**config.mk**
```make
export PLATFORM = sky130hd
export DESIGN_NAME = pipe_stage_reg
export DESIGN_NICKNAME = d
export VERILOG_FILES = /design/src/rtl/pipe_stage_reg.sv
export SDC_FILE = /design/constraint.sdc
export NUM_CORES = 1
export LEC_CHECK = 0
export BUFFER_PORTS_ARGS = -buffer_cell sky130_fd_sc_hd__buf_2
export CAP_MARGIN = 20
export CELL_PAD_IN_SITES_DETAIL_PLACEMENT = 2
export CELL_PAD_IN_SITES_GLOBAL_PLACEMENT = 2
export CORE_AREA = 2 2 94 96
export DETAILED_ROUTE_END_ITERATION = 8
export DIE_AREA = 0 0 96 98
export GPL_ROUTABILITY_DRIVEN = 0
export PLACE_DENSITY_LB_ADDON = 0.1
export SETUP_SLACK_MARGIN = 0.05
export SLEW_MARGIN = 20
export SYNTH_ARGS = -nofsm -noshare
export SYNTH_HDL_FRONTEND = slang
export SYNTH_SLANG_ARGS = --single-unit
```
**constraint.sdc**
```tcl
create_clock -name clk_i -period 3.85 [get_ports clk_i]
set_input_delay 0.5775 -clock clk_i [delete_from_list [all_inputs] [get_ports clk_i]]
set_output_delay 0.5775 -clock clk_i [all_outputs]
set_load 0.01 [all_outputs]
```
**src/rtl/pipe_stage_reg.sv**
```systemverilog
// pipe_stage_reg
//   Generic inter-stage pipeline register with valid/ready handshake and a
//   two-entry skid buffer. The payload is opaque; the instantiating stage packs
//   its control/data fields into DATA_W bits. A global stall (busywait) freezes
//   all transfers, and a synchronous flush squashes every held entry.
//
// Handshake: a beat moves across an interface only in a cycle where its valid
//   and ready are both high at the rising edge. Valid never waits for ready.
//   Once valid is high, the payload stays stable until that beat transfers,
//   except when a flush removes it. Here in_ready_o is additionally low during
//   stall_i or flush_i. The downstream release is also suppressed during
//   stall_i or flush_i, even though out_valid_o stays high.
//
// Ports:
//   clk_i        rising-edge clock
//   rst_ni       asynchronous active-low reset
//   stall_i      global hold; freezes state and payloads
//   flush_i      synchronous squash of all held entries (priority over stall)
//   in_valid_i   upstream beat valid
//   in_ready_o   stage can accept a beat
//   in_data_i    upstream payload
//   out_valid_o  head entry valid
//   out_ready_i  downstream accepts the head
//   out_data_o   head payload
//   occupancy_o  held entries 0..2; this is also the raw FSM state encoding
//
// Optional build macro PIPE_STAGE_REG_STATS_EN adds two saturating counters:
//   stall_cnt_o  cycles with stall_i=1 while a head entry is valid
//   beat_cnt_o   number of releases to downstream
//   rst_ni clears both counters. flush_i does not clear them.

module pipe_stage_reg #(
    parameter int unsigned          DATA_W  = 32,
    parameter logic [DATA_W-1:0]    RST_VAL = {DATA_W{1'b0}},
    parameter int unsigned          CNT_W   = 16
) (
    input  logic              clk_i,
    input  logic              rst_ni,
    input  logic              stall_i,
    input  logic              flush_i,
    input  logic              in_valid_i,
    output logic              in_ready_o,
    input  logic [DATA_W-1:0] in_data_i,
    output logic              out_valid_o,
    input  logic              out_ready_i,
    output logic [DATA_W-1:0] out_data_o,
`ifdef PIPE_STAGE_REG_STATS_EN
    output logic [CNT_W-1:0]  stall_cnt_o,
    output logic [CNT_W-1:0]  beat_cnt_o,
`endif
    output logic [1:0]        occupancy_o
);

    // The encoding equals the occupancy, so occupancy_o doubles as the
    // externally visible FSM state.
    typedef enum logic [1:0] {
        EMPTY = 2'd0,
        ONE   = 2'd1,
        FULL  = 2'd2
    } state_t;

    state_t            state_q, state_d;
    logic [DATA_W-1:0] main_q, skid_q;
    logic              main_valid, skid_valid;
    logic              accept, release_beat;
    logic              load_main_in, load_main_skid, load_skid_in;

    assign main_valid   = (state_q != EMPTY);
    assign skid_valid   = (state_q == FULL);

    assign in_ready_o   = ~skid_valid & ~stall_i & ~flush_i;
    assign out_valid_o  = main_valid;
    assign out_data_o   = main_q;
    assign occupancy_o  = state_q;

    assign accept       = in_valid_i & in_ready_o;
    assign release_beat = out_valid_o & out_ready_i & ~stall_i & ~flush_i;

    // Stall and flush already force accept and release low. Only the flush
    // needs its own branch, because it must also empty the stage.
    always_comb begin
        state_d        = state_q;
        load_main_in   = 1'b0;
        load_main_skid = 1'b0;
        load_skid_in   = 1'b0;
        if (flush_i) begin
            state_d = EMPTY;
        end else begin
            unique case (state_q)
                EMPTY: begin
                    if (accept) begin
                        state_d      = ONE;
                        load_main_in = 1'b1;
                    end
                end
                ONE: begin
                    if (accept && release_beat) begin
                        load_main_in = 1'b1;
                    end else if (accept) begin
                        state_d      = FULL;
                        load_skid_in = 1'b1;
                    end else if (release_beat) begin
                        state_d = EMPTY;
                    end
                end
                FULL: begin
                    // The skid entry is younger, so it becomes the new head.
                    if (release_beat) begin
                        state_d        = ONE;
                        load_main_skid = 1'b1;
                    end
                end
                default: state_d = EMPTY;
            endcase
        end
    end

    always_ff @(posedge clk_i or negedge rst_ni) begin
        if (!rst_ni) begin
            state_q <= EMPTY;
            main_q  <= RST_VAL;
            skid_q  <= RST_VAL;
        end else begin
            state_q <= state_d;
            if (load_main_in) begin
                main_q <= in_data_i;
            end else if (load_main_skid) begin
                main_q <= skid_q;
            end
            if (load_skid_in) begin
                skid_q <= in_data_i;
            end
        end
    end

`ifdef PIPE_STAGE_REG_STATS_EN
    logic [CNT_W-1:0] stall_cnt_q, beat_cnt_q;

    always_ff @(posedge clk_i or negedge rst_ni) begin
        if (!rst_ni) begin
            stall_cnt_q <= '0;
            beat_cnt_q  <= '0;
        end else begin
            if (stall_i && out_valid_o && (stall_cnt_q != {CNT_W{1'b1}})) begin
                stall_cnt_q <= stall_cnt_q + 1'b1;
            end
            if (release_beat && (beat_cnt_q != {CNT_W{1'b1}})) begin
                beat_cnt_q <= beat_cnt_q + 1'b1;
            end
        end
    end

    assign stall_cnt_o = stall_cnt_q;
    assign beat_cnt_o  = beat_cnt_q;
`endif

endmodule

```
==> results.yml <==
floorplanning:
  row_count: 34
  placeableCoreArea_um2: 8470
  floorplan.die_area_um2: 9410
  initial_utilization_pct: 35.0
  die_w_um: 96
  chipHeight_um: 98
  io_pins: 74
synth:
  number_of_warnings_printed_during_yosys_synthesis: 0
  synth_area_um2: 2970
  synth_top_cell_area_share_pct: 55.7
  avgSynthCellArea_um2: 10.8
  async_reset_ff_share_pct: 100
  netlist_instances: 275
  synth_seq_cells: 66
  yosys-top-cells-area: "sky130_fd_sc_hd__dfrtp_1, sky130_fd_sc_hd__mux2_2, sky130_fd_sc_hd__a31oi_1"
  synth_edf_count: 0
  number_of_nets_produced_by_synthesis: 313
  synth_sequential_area_ratio_pct: 55.7
  ys_types: 25
  yosys_most_used_dff: "sky130_fd_sc_hd__dfrtp_1"
  synthDominantAreaCellType: "sky130_fd_sc_hd__dfrtp_1"
power:
  power_frac_comb_pct: 17.9
  fin_total_pwr_mw: 1.75
  power_density_nw_per_um2: 490
  internal_power_mw: 1.25
  seq_power_share_pct: 50.3
  clockPowerShare_pct: 31.8
  netSwitchingPower_mw: 0.497
  p_leak_nw: 1.53
  p_sw_share_pct: 28.4
  worst_ir_drop_vdd_v: 0.000203
cells_and_area:
  layout.filler_cells: 933
  final_area_um2: 3580
  drive_gt1_share_pct: 37.5
  final_cell_mix: "sky130_fd_sc_hd__buf_2, sky130_fd_sc_hd__dfrtp_1, sky130_fd_sc_hd__nor3_1"
  n_antenna_cell: 0
  layout_commonest_cell: "sky130_fd_sc_hd__buf_2"
  final_nets: 374
  layout-area-overhead-vs-synth_pct: 20.6
setup_path:
  worstPathMaxFanout: 33
  type_of_the_worst_setup_path: "reg2reg"
  worst-r2r-cell-count: 5
  critPathMostFrequentCell: "sky130_fd_sc_hd__buf_4"
  nature_of_the_critical_path_endpoint: "flip-flop"
  crit_slowest_cell: "sky130_fd_sc_hd__or4b_1"
  worst_ep_arrival_time_ps: 2620
  path_cells: "or4b_1 > buf_4 > or2_1 > buf_4 > a31oi_1"
  timing.critical_path.required_ps: 4110
  critical_path.startpoint_type: "flip-flop"
  cpPeakStageDelay_ps: 540
clock_network:
  worstSkewPairLatency_ps: 340
  ctsHtreeMaxLevel: 3
  max-clock-path-buffers: 2
  cts_buffers: 9
  post_cts.resized_instances: 0
  cts-hold-fix-buffers: 0
  number_of_buffers_inserted_to_repair_setup_after_cts: 0
  clock_tree_from_tritoncts: "yes"
  cts.clk_slew.worst_paths_ps: 70
  cts.sinks: 66
  clk_root_buffer_cell: "sky130_fd_sc_hd__clkbuf_8"
timing:
  worst_slew_margin_rel_pct: 31.5
  totalNegativeSetupSlack_ps: 0
  finalSetupViolCount: 0
  worst_slack_ps: 1490
  grt_setup_unrepaired: "false"
  finalHoldWorstSlack_ps: 233
  fmaxAchievable_ghz: 0.424
  clock-skew-final_ps: 10.9
  tightestPinTransition_ps: 1030
  report.final.hold_viol_count: 0
  fin_crit_ps: 2360
  timing.final.max_slew_violations: 0
  min_period_over_period_pct: 61.2
routing:
  dr.first_iter.drc_count: 88
  final_antenna_net_count: 0
  drcViolationCount: 0
  detail_route.wirelength_mm: 8.57
  drt_pre_antenna_iters: 4
  detailroute.via_count: 2457
  post_drt_wl_per_cell_um: 19.1
  via_per_inst: 5.47
placement:
  pre_cts_ws_ps: 1190
  detailedPlacementHpwl_mm: 5.29
  placed_cell_area_um2: 3390
  port_buffers: 73
global_route:
  globalRoute.totalOverflow: 0
  via_count_of_the_first_global_routing_pass: 2731
  grt_antenna_before_repair: 0
  grt_pass1_wl_mm: 14.3
  grt_usage_pct: 19.9
  grt_max_degree: 42
flow_run:
  cap_viol_max_count: 0
run_status:
  outcome: "completed"
hold_path:
  holdCritPathClass: "in2async"
-- layout make-up --
type | count | area (um2) | share of cell area, %
Clock inverter | 1 | 7.51 | 0.210
Clock buffer | 15 | 176 | 4.93
Inverter | 1 | 3.75 | 0.105
Tap cell | 108 | 135 | 3.78
Sequential cell | 66 | 1650 | 46.2
Multi-Input combinational cell | 180 | 1200 | 33.5
Timing Repair Buffer | 78 | 403 | 11.3
-- Yosys cell counts (all sizes together), types with 2 or more instances --
master   n
nand3   32
nor2b    3
o21ai   34
clkbuf  20
a31oi   32
a21oi    2
buf      8
or4b     2
dfrtp   66
mux2    32
nor3    33
or2      2
-- power groups by stage --
stage | registers (mW) | logic (mW) | clock network, mW
floorplan | 0.913 | 0.147 | 0
global placement | 0.889 | 0.314 | 0
detailed placement | 0.896 | 0.320 | 0
CTS | 0.883 | 0.321 | 0.571
global route | 0.899 | 0.356 | 0.598
finish | 0.882 | 0.313 | 0.556
-- metal layers --
metal / global-route usage (%) / wire length [um] / up-vias
met2: 31.7 / 4250 / 52
met3: 2.93 / 264 / 10
met1: 27.0 / 3900 / 1261
met5: 0 / 0 / -
met4: 8.24 / 158 / 0
li1: - / - / 1134
-- kinds of logic (layout without fill, tap and decap cells) --
kind of cell	Yosys count	after routing	synth area share, %
flip-flops	66	66	55.7
XOR/XNOR	1	1	0.295
AND/OR/NAND/NOR	78	78	14.2
buffers and inverters	29	95	4.51
multiplexers	33	33	12.5
AO/OA/AOI/OAI	68	68	12.8
-- critical path, delay by kind of cell, from the launching register on --
family	cells	cell delay, ps
buffers and inverters	2	580
AO/OA/AOI/OAI	1	190
flip-flops	1	480
AND/OR/NAND/NOR	2	1010
-- metrics by stage --
stage / util [%] / instances
final: 42.3 / 449
after detailed placement: 40.1 / 433
after global routing: 42.3 / 449
after global placement: 40.1 / 433
after floorplan: - / 275
after CTS: 42.3 / 449
-- flip-flops by register name, indices dropped and copies added, names as in the netlist --
signal       count
out_data_o      32
occupancy_o      2
skid_q          32
-- worst paths after layout --
path	endpoint	startpoint	slack (ps)
max	out_data_o[0]	occupancy_o[1]	1490
min	occupancy_o[0]	rst_ni	230
max reg2reg	out_data_o[0]	occupancy_o[1]	1490
min reg2reg	skid_q[14]	skid_q[14]	510
max in group asynchronous	out_data_o[19]	rst_ni	2650
min in group clk_i	skid_q[29]	in_data_i[29]	480
Power figures use the tool's default switching activity.
